[config.mk]
export PLATFORM = sky130hd
export DESIGN_NAME = lsu_align_ctrl
export DESIGN_NICKNAME = d
export VERILOG_FILES = /design/src/rtl/lsu_align_ctrl.sv
export SDC_FILE = /design/constraint.sdc
export NUM_CORES = 1
export LEC_CHECK = 0
export BUFFER_PORTS_ARGS = -buffer_cell sky130_fd_sc_hd__buf_2
export CAP_MARGIN = 20
export CORE_MARGIN = 2
export CORE_UTILIZATION = 50
export DETAILED_ROUTE_END_ITERATION = 7
export PLACE_DENSITY = 0.83
export SETUP_SLACK_MARGIN = 0.5
export SLEW_MARGIN = 20
export SYNTH_ARGS = -nofsm -noshare
export SYNTH_HDL_FRONTEND = slang
export SYNTH_SLANG_ARGS = --single-unit
[constraint.sdc]
create_clock -name clk -period 5.1 [get_ports clk]
set_input_delay 0 -clock clk [delete_from_list [all_inputs] [get_ports clk]]
set_output_delay 0 -clock clk [all_outputs]
set_load 0.05 [all_outputs]
[src/rtl/lsu_align_ctrl.sv]
// lsu_align_ctrl: turns one byte/half/word load or store into one or two
// word-aligned memory accesses. Stores are lane-positioned with byte enables.
// Loads are merged across the word boundary, then sign- or zero-extended.
module lsu_align_ctrl #(
  parameter int DM_ADDRESS = 9,
  parameter int DATA_W     = 32
) (
  input  logic                  clk,
  input  logic                  reset,
  input  logic                  req_valid,
  output logic                  req_ready,
  input  logic                  MemRead,
  input  logic                  MemWrite,
  input  logic [2:0]            Funct3,
  input  logic [DM_ADDRESS-1:0] addr,
  input  logic [DATA_W-1:0]     wd,
  output logic                  resp_valid,
  output logic                  resp_err,
  output logic [DATA_W-1:0]     resp_rdata,
  output logic [DM_ADDRESS-1:0] mem_addr,
  output logic                  mem_re,
  output logic                  mem_we,
  output logic [3:0]            mem_be,
  output logic [DATA_W-1:0]     mem_wdata,
  input  logic [DATA_W-1:0]     mem_rdata
);

  typedef enum logic [2:0] {IDLE, ACC0, ACC1, CAP, RESP} state_t;

  state_t                  state_q, state_d;
  logic                    load_q, load_d;
  logic                    err_q, err_d;
  logic [2:0]              f3_q, f3_d;
  logic [1:0]              off_q, off_d;
  logic [7:0]              mask_q, mask_d;
  logic [2*DATA_W-1:0]     wdata_q, wdata_d;
  logic [DM_ADDRESS-1:0]   word0_q, word0_d;
  logic [DATA_W-1:0]       w0_q, w0_d;
  logic [DATA_W-1:0]       w1_q, w1_d;

  logic                    split;
  logic                    accept;
  logic [3:0]              req_lanes;
  logic                    req_err;
  logic [2*DATA_W-1:0]     merged;
  logic [DM_ADDRESS-1:0]   word1;

  // Request decode: lane footprint of the access and legality.
  always_comb begin
    case (Funct3[1:0])
      2'd0:    req_lanes = 4'b0001;
      2'd1:    req_lanes = 4'b0011;
      default: req_lanes = 4'b1111;
    endcase
    req_err = (MemRead && MemWrite)
           || (MemRead && ((Funct3 == 3'd3) || (Funct3[2:1] == 2'b11)))
           || (MemWrite && (Funct3 > 3'd2));
  end

  assign split  = |mask_q[7:4];
  assign word1  = word0_q + DM_ADDRESS'(4);
  assign accept = req_valid && req_ready && (MemRead || MemWrite);
  assign merged = {w1_q, w0_q} >> {off_q, 3'b000};

  // State and latched request registers.
  always_ff @(posedge clk or posedge reset) begin
    if (reset) begin
      state_q <= IDLE;
      load_q  <= 1'b0;
      err_q   <= 1'b0;
      f3_q    <= 3'd0;
      off_q   <= 2'd0;
      mask_q  <= 8'd0;
      wdata_q <= '0;
      word0_q <= '0;
      w0_q    <= '0;
      w1_q    <= '0;
    end else begin
      state_q <= state_d;
      load_q  <= load_d;
      err_q   <= err_d;
      f3_q    <= f3_d;
      off_q   <= off_d;
      mask_q  <= mask_d;
      wdata_q <= wdata_d;
      word0_q <= word0_d;
      w0_q    <= w0_d;
      w1_q    <= w1_d;
    end
  end

  // Next-state, data capture and all outputs.
  always_comb begin
    state_d    = state_q;
    load_d     = load_q;
    err_d      = err_q;
    f3_d       = f3_q;
    off_d      = off_q;
    mask_d     = mask_q;
    wdata_d    = wdata_q;
    word0_d    = word0_q;
    w0_d       = w0_q;
    w1_d       = w1_q;
    req_ready  = (state_q == IDLE) && !reset;
    mem_re     = 1'b0;
    mem_we     = 1'b0;
    mem_be     = 4'b0000;
    mem_addr   = word0_q;
    mem_wdata  = wdata_q[DATA_W-1:0];
    resp_valid = 1'b0;
    resp_err   = 1'b0;
    resp_rdata = '0;

    case (state_q)
      IDLE: begin
        if (accept) begin
          load_d  = MemRead;
          err_d   = req_err;
          f3_d    = Funct3;
          off_d   = addr[1:0];
          mask_d  = {4'b0000, req_lanes} << addr[1:0];
          wdata_d = {{DATA_W{1'b0}}, wd} << {addr[1:0], 3'b000};
          word0_d = {addr[DM_ADDRESS-1:2], 2'b00};
          w0_d    = '0;
          w1_d    = '0;
          state_d = req_err ? RESP : ACC0;
        end
      end
      ACC0: begin
        mem_re  = load_q;
        mem_we  = !load_q;
        mem_be  = load_q ? 4'b0000 : mask_q[3:0];
        state_d = split ? ACC1 : (load_q ? CAP : RESP);
      end
      ACC1: begin
        mem_re    = load_q;
        mem_we    = !load_q;
        mem_be    = load_q ? 4'b0000 : mask_q[7:4];
        mem_addr  = word1;
        mem_wdata = wdata_q[2*DATA_W-1:DATA_W];
        // word0 read issued in ACC0 arrives now
        if (load_q) w0_d = mem_rdata;
        state_d = load_q ? CAP : RESP;
      end
      CAP: begin
        if (split) w1_d = mem_rdata;
        else       w0_d = mem_rdata;
        state_d = RESP;
      end
      RESP: begin
        resp_valid = 1'b1;
        resp_err   = err_q;
        if (load_q && !err_q) begin
          case (f3_q)
            3'd0:    resp_rdata = {{(DATA_W-8){merged[7]}}, merged[7:0]};
            3'd1:    resp_rdata = {{(DATA_W-16){merged[15]}}, merged[15:0]};
            3'd4:    resp_rdata = {{(DATA_W-8){1'b0}}, merged[7:0]};
            3'd5:    resp_rdata = {{(DATA_W-16){1'b0}}, merged[15:0]};
            default: resp_rdata = merged[DATA_W-1:0];
          endcase
        end
        state_d = IDLE;
      end
      default: state_d = IDLE;
    endcase
  end

endmodule

==> qor.txt, run 1 <==
Crit-path cells -> buf_4 > mux2_2 > a21oi_1 > nand4bb_1 > a21oi_1 > buf_2
Final max-slew violation count -> 0
Clk root buf -> clkbuf_16
Hold Path Class -> primary input to flop
Max Cap Viol -> 0
Leak -> 4.67 nW
Avg WL per Cell -> 18.6 um
Power share of the combinational group -> 0.462
Net Sw Frac -> 0.449
Vias in the first global route -> 7117
Most frequent cells in the layout -> 186 x nand2_1, 160 x buf_2, 136 x dfrtp_1
Final nets -> 1109
Leading area contributor after synthesis -> dfrtp_1
I/O Buffers -> 160
Power per cell area -> 556 nW/um2
Multiplexer share of the synthesized area -> 0.214
Crit path DAT -> 3.01 ns
Largest stage delay on the critical path -> 0.69 ns
Io pins -> 163
Top cell family by delay on the critical path -> buffers and inverters
Tcrit/Tclk final -> 0.591
Yosys warns -> 0
Final WS setup -> 2.09 ns
Sequential cell area fraction in the yosys report -> 0.419
H-Tree Depth -> 4
Vias -> 7141
Drt drc -> 0
Top FF cell, synth -> dfrtp_1
Gp weighted congestion -> 0.893
Clk_skew -> 0.0126 ns
Synth cell types -> 47
DPL Wire Length -> 14400 um
Count of non-filler cells in the finished layout -> 1256
Core ar. -> 15900 um2
Clock latency on the worst-skew pair -> 0.42 ns
Largest net degree at the start of global routing -> 90
Layout cells sized above 1 -> 0.299
Synth async-reset ratio -> 1.00
Post-Syn Area -> 8120 um2
Largest fanout on the critical path -> 34
Sequential power share -> 0.324
Top post-synthesis cells by area -> dfrtp_1 42%, mux4_2 10%, nand2_1 8.6%
Drt pass-1 iters -> 5
#FFs+latches synth -> 136
Fmax -> 0.332 GHz
WL final -> 23400 um
XOR/XNOR share of the synthesized area -> 0.00755
Crit. End Element -> primary output
Maximum root-to-sink buffer count -> 2
Commonest non-fill, non-tap cell in the layout -> nand2_1
First-pass GRT wire length -> 37600 um
Post-Synth Adder-Cell Area -> 0.00154
Die X -> 131 um
RSZ-0062 raised after global routing -> no
Worst-Margin Slew -> 1.14 ns
Kind of critical path -> flop to primary output
Compound-Gate Fraction of Synth Area -> 0.125
Clock power frac -> 0.215
CP startpoint kind -> flop
Run status -> finished clean
Synth-to-Final Area Change -> 26.8%
Inst Count DP -> 1146
GRT Total Usage -> 0.274
Number of enable flip-flop cells after synthesis -> 0
Worst EP required -> 5.10 ns
Worst-path clk slew -> 0.06 ns
Die Y -> 131 um
Post-Synthesis Cells -> 834
Final antenna-violating net count -> 0
Die area -> 17300 um2
Largest family of logic cells by synthesized area -> multiplexers
CP max stage cell -> nand4bb_1
Area share of and/or/nand/nor cells after synthesis -> 0.158
DP Worst Slack -> 2.32 ns
Rows -> 46
Crit path top cell by count -> a21oi_1
CTS tree -> yes
TNS Setup -> 0 ns
Final Hold Vio Count -> 0
Final Setup Violations -> 0
WP buf/inv -> 2
Mapped Avg Cell Area -> 9.74 um2
Vias per cell -> 5.69
Pint -> 3.15 mW
Antenna violations before repair -> 0
Initial core utilization -> 0.511
CTS buffer count -> 17
Starting DRC count in detailed routing -> 606
Yosys top cell area share -> 0.419
Sw power -> 2.57 mW
Slew headroom -> 0.237
CTS Sinks -> 136
# diodes -> 0
Grt total ovfl -> 0
Final min period -> 3.01 ns
Peak supply drop -> 0.420 mV
state kept, by name, indices dropped and copies added (netlist names):
name,cells
f3_q,3
off_q,2
word0_q,7
load_q,1
state_q,3
wdata_q,56
mask_q,7
w1_q,24
err_q,1
w0_q,32
synthesized netlist by cell type (21+ instances only):
library cell,n
a21oi_1,27
buf_2,23
clkbuf_1,33
dfrtp_1,136
inv_1,59
mux2_2,36
mux2i_1,50
mux4_2,37
nand2_1,186
nand3_1,21
nor2_1,40
o211ai_1,25
o21ai_0,32
kinds of logic (layout without fill, tap and decap cells):
| logic type | after synthesis | in the layout |
|---|---|---|
| xor+xnor | 7 | 7 |
| buf+inv | 134 | 339 |
| simple gates | 298 | 298 |
| flops | 136 | 136 |
| other cells | 1 | 2 |
| fa+ha+maj | 1 | 1 |
| compound gates | 134 | 134 |
| mux | 123 | 123 |
timing repair:
item	CTS	global route
hold endpoints to repair	204	0
hold buffers	77	0
setup buffers	0	0
resized for setup	0	0
routing by layer:
layer / part of all wire / global-route usage / vias to the layer above
li1: - / - / 3258
met1: 0.39 / 0.339 / 3455
met5: 0 / 0 / -
met3: 0.082 / 0.0625 / 58
met4: 0.033 / 0.110 / 0
met2: 0.50 / 0.465 / 370
worst min-delay path, cell delays in order:
cell and delay [ns]:
buf_2 0.11, mux2i_1 0.09, o31ai_2 0.21
path summary, 6_finish.rpt:
check,start,end,slack [ns],cells past startpoint
setup / recovery,off_q[1],resp_rdata[20],2.09,6
hold / removal,wd[16],wdata_q[40],0.02,3
setup reg to reg,state_q[2],wdata_q[33],2.22,5
hold reg to reg,wdata_q[54],wdata_q[54],0.46,2
max in group asynchronous,reset,wdata_q[42],3.64,4
min in group asynchronous,reset,err_q,0.31,3
power by group through the flow:
stage	Combinational [mW]	Sequential, mW	Clock (mW)
4_1_cts	2.62	1.84	1.24
3_5_place_dp	2.55	1.85	0
5_1_grt	2.83	1.90	1.29
6_report	2.64	1.85	1.23
3_3_place_gp	2.50	1.82	0
2_1_floorplan	2.16	1.70	0
final cells by class:
class	instances	area, um2
fill	1252	5590
clock buffer	18	439
clock inverter	14	150
sequential	136	3400
timing repair buffer	247	1650
tap	216	270
inverter	60	230
multi-input combinational	565	4150
through the flow:
step	instance area (um2)	power (mW)	util	hold WS, ns
2_1_floorplan	8120	3.86	-	0.105
3_3_place_gp	8920	4.33	0.562	0.196
3_5_place_dp	8920	4.40	0.562	0.195
4_1_cts	10300	5.69	0.647	0.0114
5_1_grt	10300	6.01	0.648	0.0327
6_report	10300	5.72	0.648	0.0245
Note: power is estimated with default switching activity, not from simulation.
==> run 2, diff against run 1 <==
--- a/config.mk
+++ b/config.mk
@@ -10,7 +10,7 @@
 export CORE_MARGIN = 2
 export CORE_UTILIZATION = 50
 export DETAILED_ROUTE_END_ITERATION = 7
-export PLACE_DENSITY = 0.83
+export PLACE_DENSITY = 0.85
 export SETUP_SLACK_MARGIN = 0.5
 export SLEW_MARGIN = 20
 export SYNTH_ARGS = -nofsm -noshare
==> constraint.sdc (replaced) <==
create_clock -name clk -period 2.5 [get_ports clk]
set_input_delay 0 -clock clk [delete_from_list [all_inputs] [get_ports clk]]
set_output_delay 0 -clock clk [all_outputs]
set_load 0.05 [all_outputs]
==> qor.txt, run 2 (synthesis gave the netlist of run 1 again) <==
Drt drc -> 0
Pint -> 8.53 mW
Synth-to-Final Area Change -> 54.8%
Antenna violations before repair -> 0
CP Depth -> 8
Worst-path clk slew -> 0.06 ns
Count of non-filler cells in the finished layout -> 1334
Final Hold Vio Count -> 0
Sw power -> 6.67 mW
Gp weighted congestion -> 0.887
Avg WL per Cell -> 25.8 um
Die X -> 131 um
CP startpoint kind -> flop
Clk_skew -> 0.00631 ns
Max Cap Viol -> 0
Die Y -> 131 um
Most frequent cells in the layout -> 175 x nand2_1, 132 x dfrtp_1, 92 x buf_2
Leak -> 5.54 nW
Power per cell area -> 1210 nW/um2
Drt pass-1 iters -> 7
Worst reg2reg startpoint -> state_q[1]
Die area -> 17300 um2
Clk root buf -> clkbuf_16
TNS Setup -> 0 ns
Kind of critical path -> flop to primary output
Biggest register -> wdata_q
Tcrit/Tclk final -> 0.886
Final antenna-violating net count -> 0
Worst R2R Path Depth -> 6
WP buf/inv -> 5
First-pass GRT wire length -> 46300 um
Largest stage delay on the critical path -> 0.39 ns
Crit path DAT -> 2.21 ns
Core ar. -> 15900 um2
WL final -> 34400 um
Rows -> 46
Hold path endpoint -> wdata_q[45]
Crit-path cells -> buf_6 > nor3b_4 > buf_4 > buf_12 > nand4_1 > buf_4 > xnor2_2 > buf_6
Vias in the first global route -> 8418
CTS buffer count -> 17
Maximum root-to-sink buffer count -> 2
Filler Cell Count -> 815
RR Endpoint -> w0_q[0]
Layout cells sized above 1 -> 0.404
Worst Hold Launch -> wd[21]
CP max stage cell -> dfrtp_1
Clock latency on the worst-skew pair -> 0.43 ns
Commonest non-fill, non-tap cell in the layout -> nand2_1
H-Tree Depth -> 4
Grt total ovfl -> 0
Peak supply drop -> 1.03 mV
Slew headroom -> 0.269
Inst Count DP -> 1166
I/O Buffers -> 160
Hold depth -> 3
Final min period -> 2.21 ns
Vias per cell -> 6.46
Final max-slew violation count -> 0
Final Setup Violations -> 0
DPL Wire Length -> 15300 um
Reg-to-reg setup timing slack -> 0.37 ns
Io pins -> 163
CTS tree -> yes
Crit. End Element -> primary output
Clock power frac -> 0.180
Largest fanout on the critical path -> 5
Hold Path Class -> primary input to flop
Worst EP required -> 2.50 ns
Largest registers -> wdata_q x56, w0_q x32, w1_q x24
Top cell family by delay on the critical path -> buffers and inverters
Worst-Margin Slew -> 1.09 ns
Largest net degree at the start of global routing -> 42
CTS Sinks -> 136
Sequential power share -> 0.257
Initial core utilization -> 0.511
Final nets -> 1187
Power share of the combinational group -> 0.563
Vias -> 8615
DP Worst Slack -> 0.336 ns
# diodes -> 0
Final WS setup -> 0.286 ns
Net Sw Frac -> 0.439
RSZ-0062 raised after global routing -> yes
GRT Total Usage -> 0.346
Run status -> finished clean
Max reg flops -> 56
Starting DRC count in detailed routing -> 1108
Fmax -> 0.452 GHz
-- run 2: cell count changes in the layout (fill, tap and decap cells not counted), moves of 9 or more --
cell | before | now
nand2_1 | 186 | 175
buf_12 | 0 | 16
nand2_2 | 0 | 9
mux2_2 | 36 | 10
buf_4 | 9 | 34
a21oi_1 | 27 | 3
mux2_4 | 0 | 26
a21oi_4 | 0 | 20
buf_8 | 0 | 29
buf_2 | 160 | 92
buf_6 | 1 | 58
-- run 2: power groups by stage --
stage / Sequential [mW] / Clock [mW] / Combinational [mW]
floorplan: 3.47 / 0 / 4.44
global placement: 3.69 / 0 / 5.34
detailed placement: 3.75 / 0 / 5.47
CTS: 3.74 / 2.70 / 7.33
global route: 3.95 / 2.82 / 8.83
finish: 3.91 / 2.74 / 8.55
-- run 2: cell type report --
cell class	count	area, um2	share of cell area
repair buffers	323	3270	0.261
flip-flops and latches	136	3410	0.271
well taps	216	270	0.0215
multi-input cells	567	4750	0.378
inverters	60	229	0.0182
clock buffers	23	498	0.0396
clock inverters	9	138	0.0110
-- run 2: how the worst max path moves through the flow --
| stage | end | start | slack, ns |
|---|---|---|---|
| 6_report | mem_addr[5] | state_q[2] | 0.29 |
| 5_1_grt | mem_addr[5] | state_q[2] | 0.22 |
| 4_1_cts | resp_rdata[31] | state_q[0] | 0.34 |
| 3_5_place_dp | wdata_q[41] | state_q[0] | 0.34 |
| 3_3_place_gp | wdata_q[33] | state_q[0] | 0.39 |
| 2_1_floorplan | resp_rdata[27] | state_q[2] | 0.22 |
-- run 2: through the flow --
stage / total power, mW / utilization / area (um2) / hold WS [ns]
2_1_floorplan: 7.91 / - / 8180 / 0.105
3_3_place_gp: 9.03 / 0.579 / 9200 / 0.182
3_5_place_dp: 9.22 / 0.579 / 9200 / 0.189
4_1_cts: 13.8 / 0.749 / 11900 / 0.0192
5_1_grt: 15.6 / 0.791 / 12600 / 0.0607
6_report: 15.2 / 0.791 / 12600 / 0.0668
-- run 2: what timing repair did --
action / CTS / global route
hold endpoints to repair: 147 / 0
gates resized for setup: 226 / 115
setup buffers: 31 / 14
pin swaps: 15 / 20
cloned: 10 / 5
endpoints found under the setup margin: 116 / 180
hold buffers: 76 / 0
-- run 2: worst reg2reg max path, delay by kind of cell, from the launching register on --
| family | cells | cell delay, ns |
|---|---|---|
| buffers and inverters | 2 | 0.49 |
| muxes | 1 | 0.36 |
| DFF | 1 | 0.43 |
| and+or+nand+nor | 2 | 0.50 |
| AOI/OAI and AO/OA | 1 | 0.23 |
-- run 2: routing by layer --
layer  track usage  up-vias  routed length (um)
met4         0.223        0                2730
met3        0.0826      242                3340
met1         0.384     4145               11300
met2         0.595      800               17100
li1              -     3428                   -
met5             0        -                   0
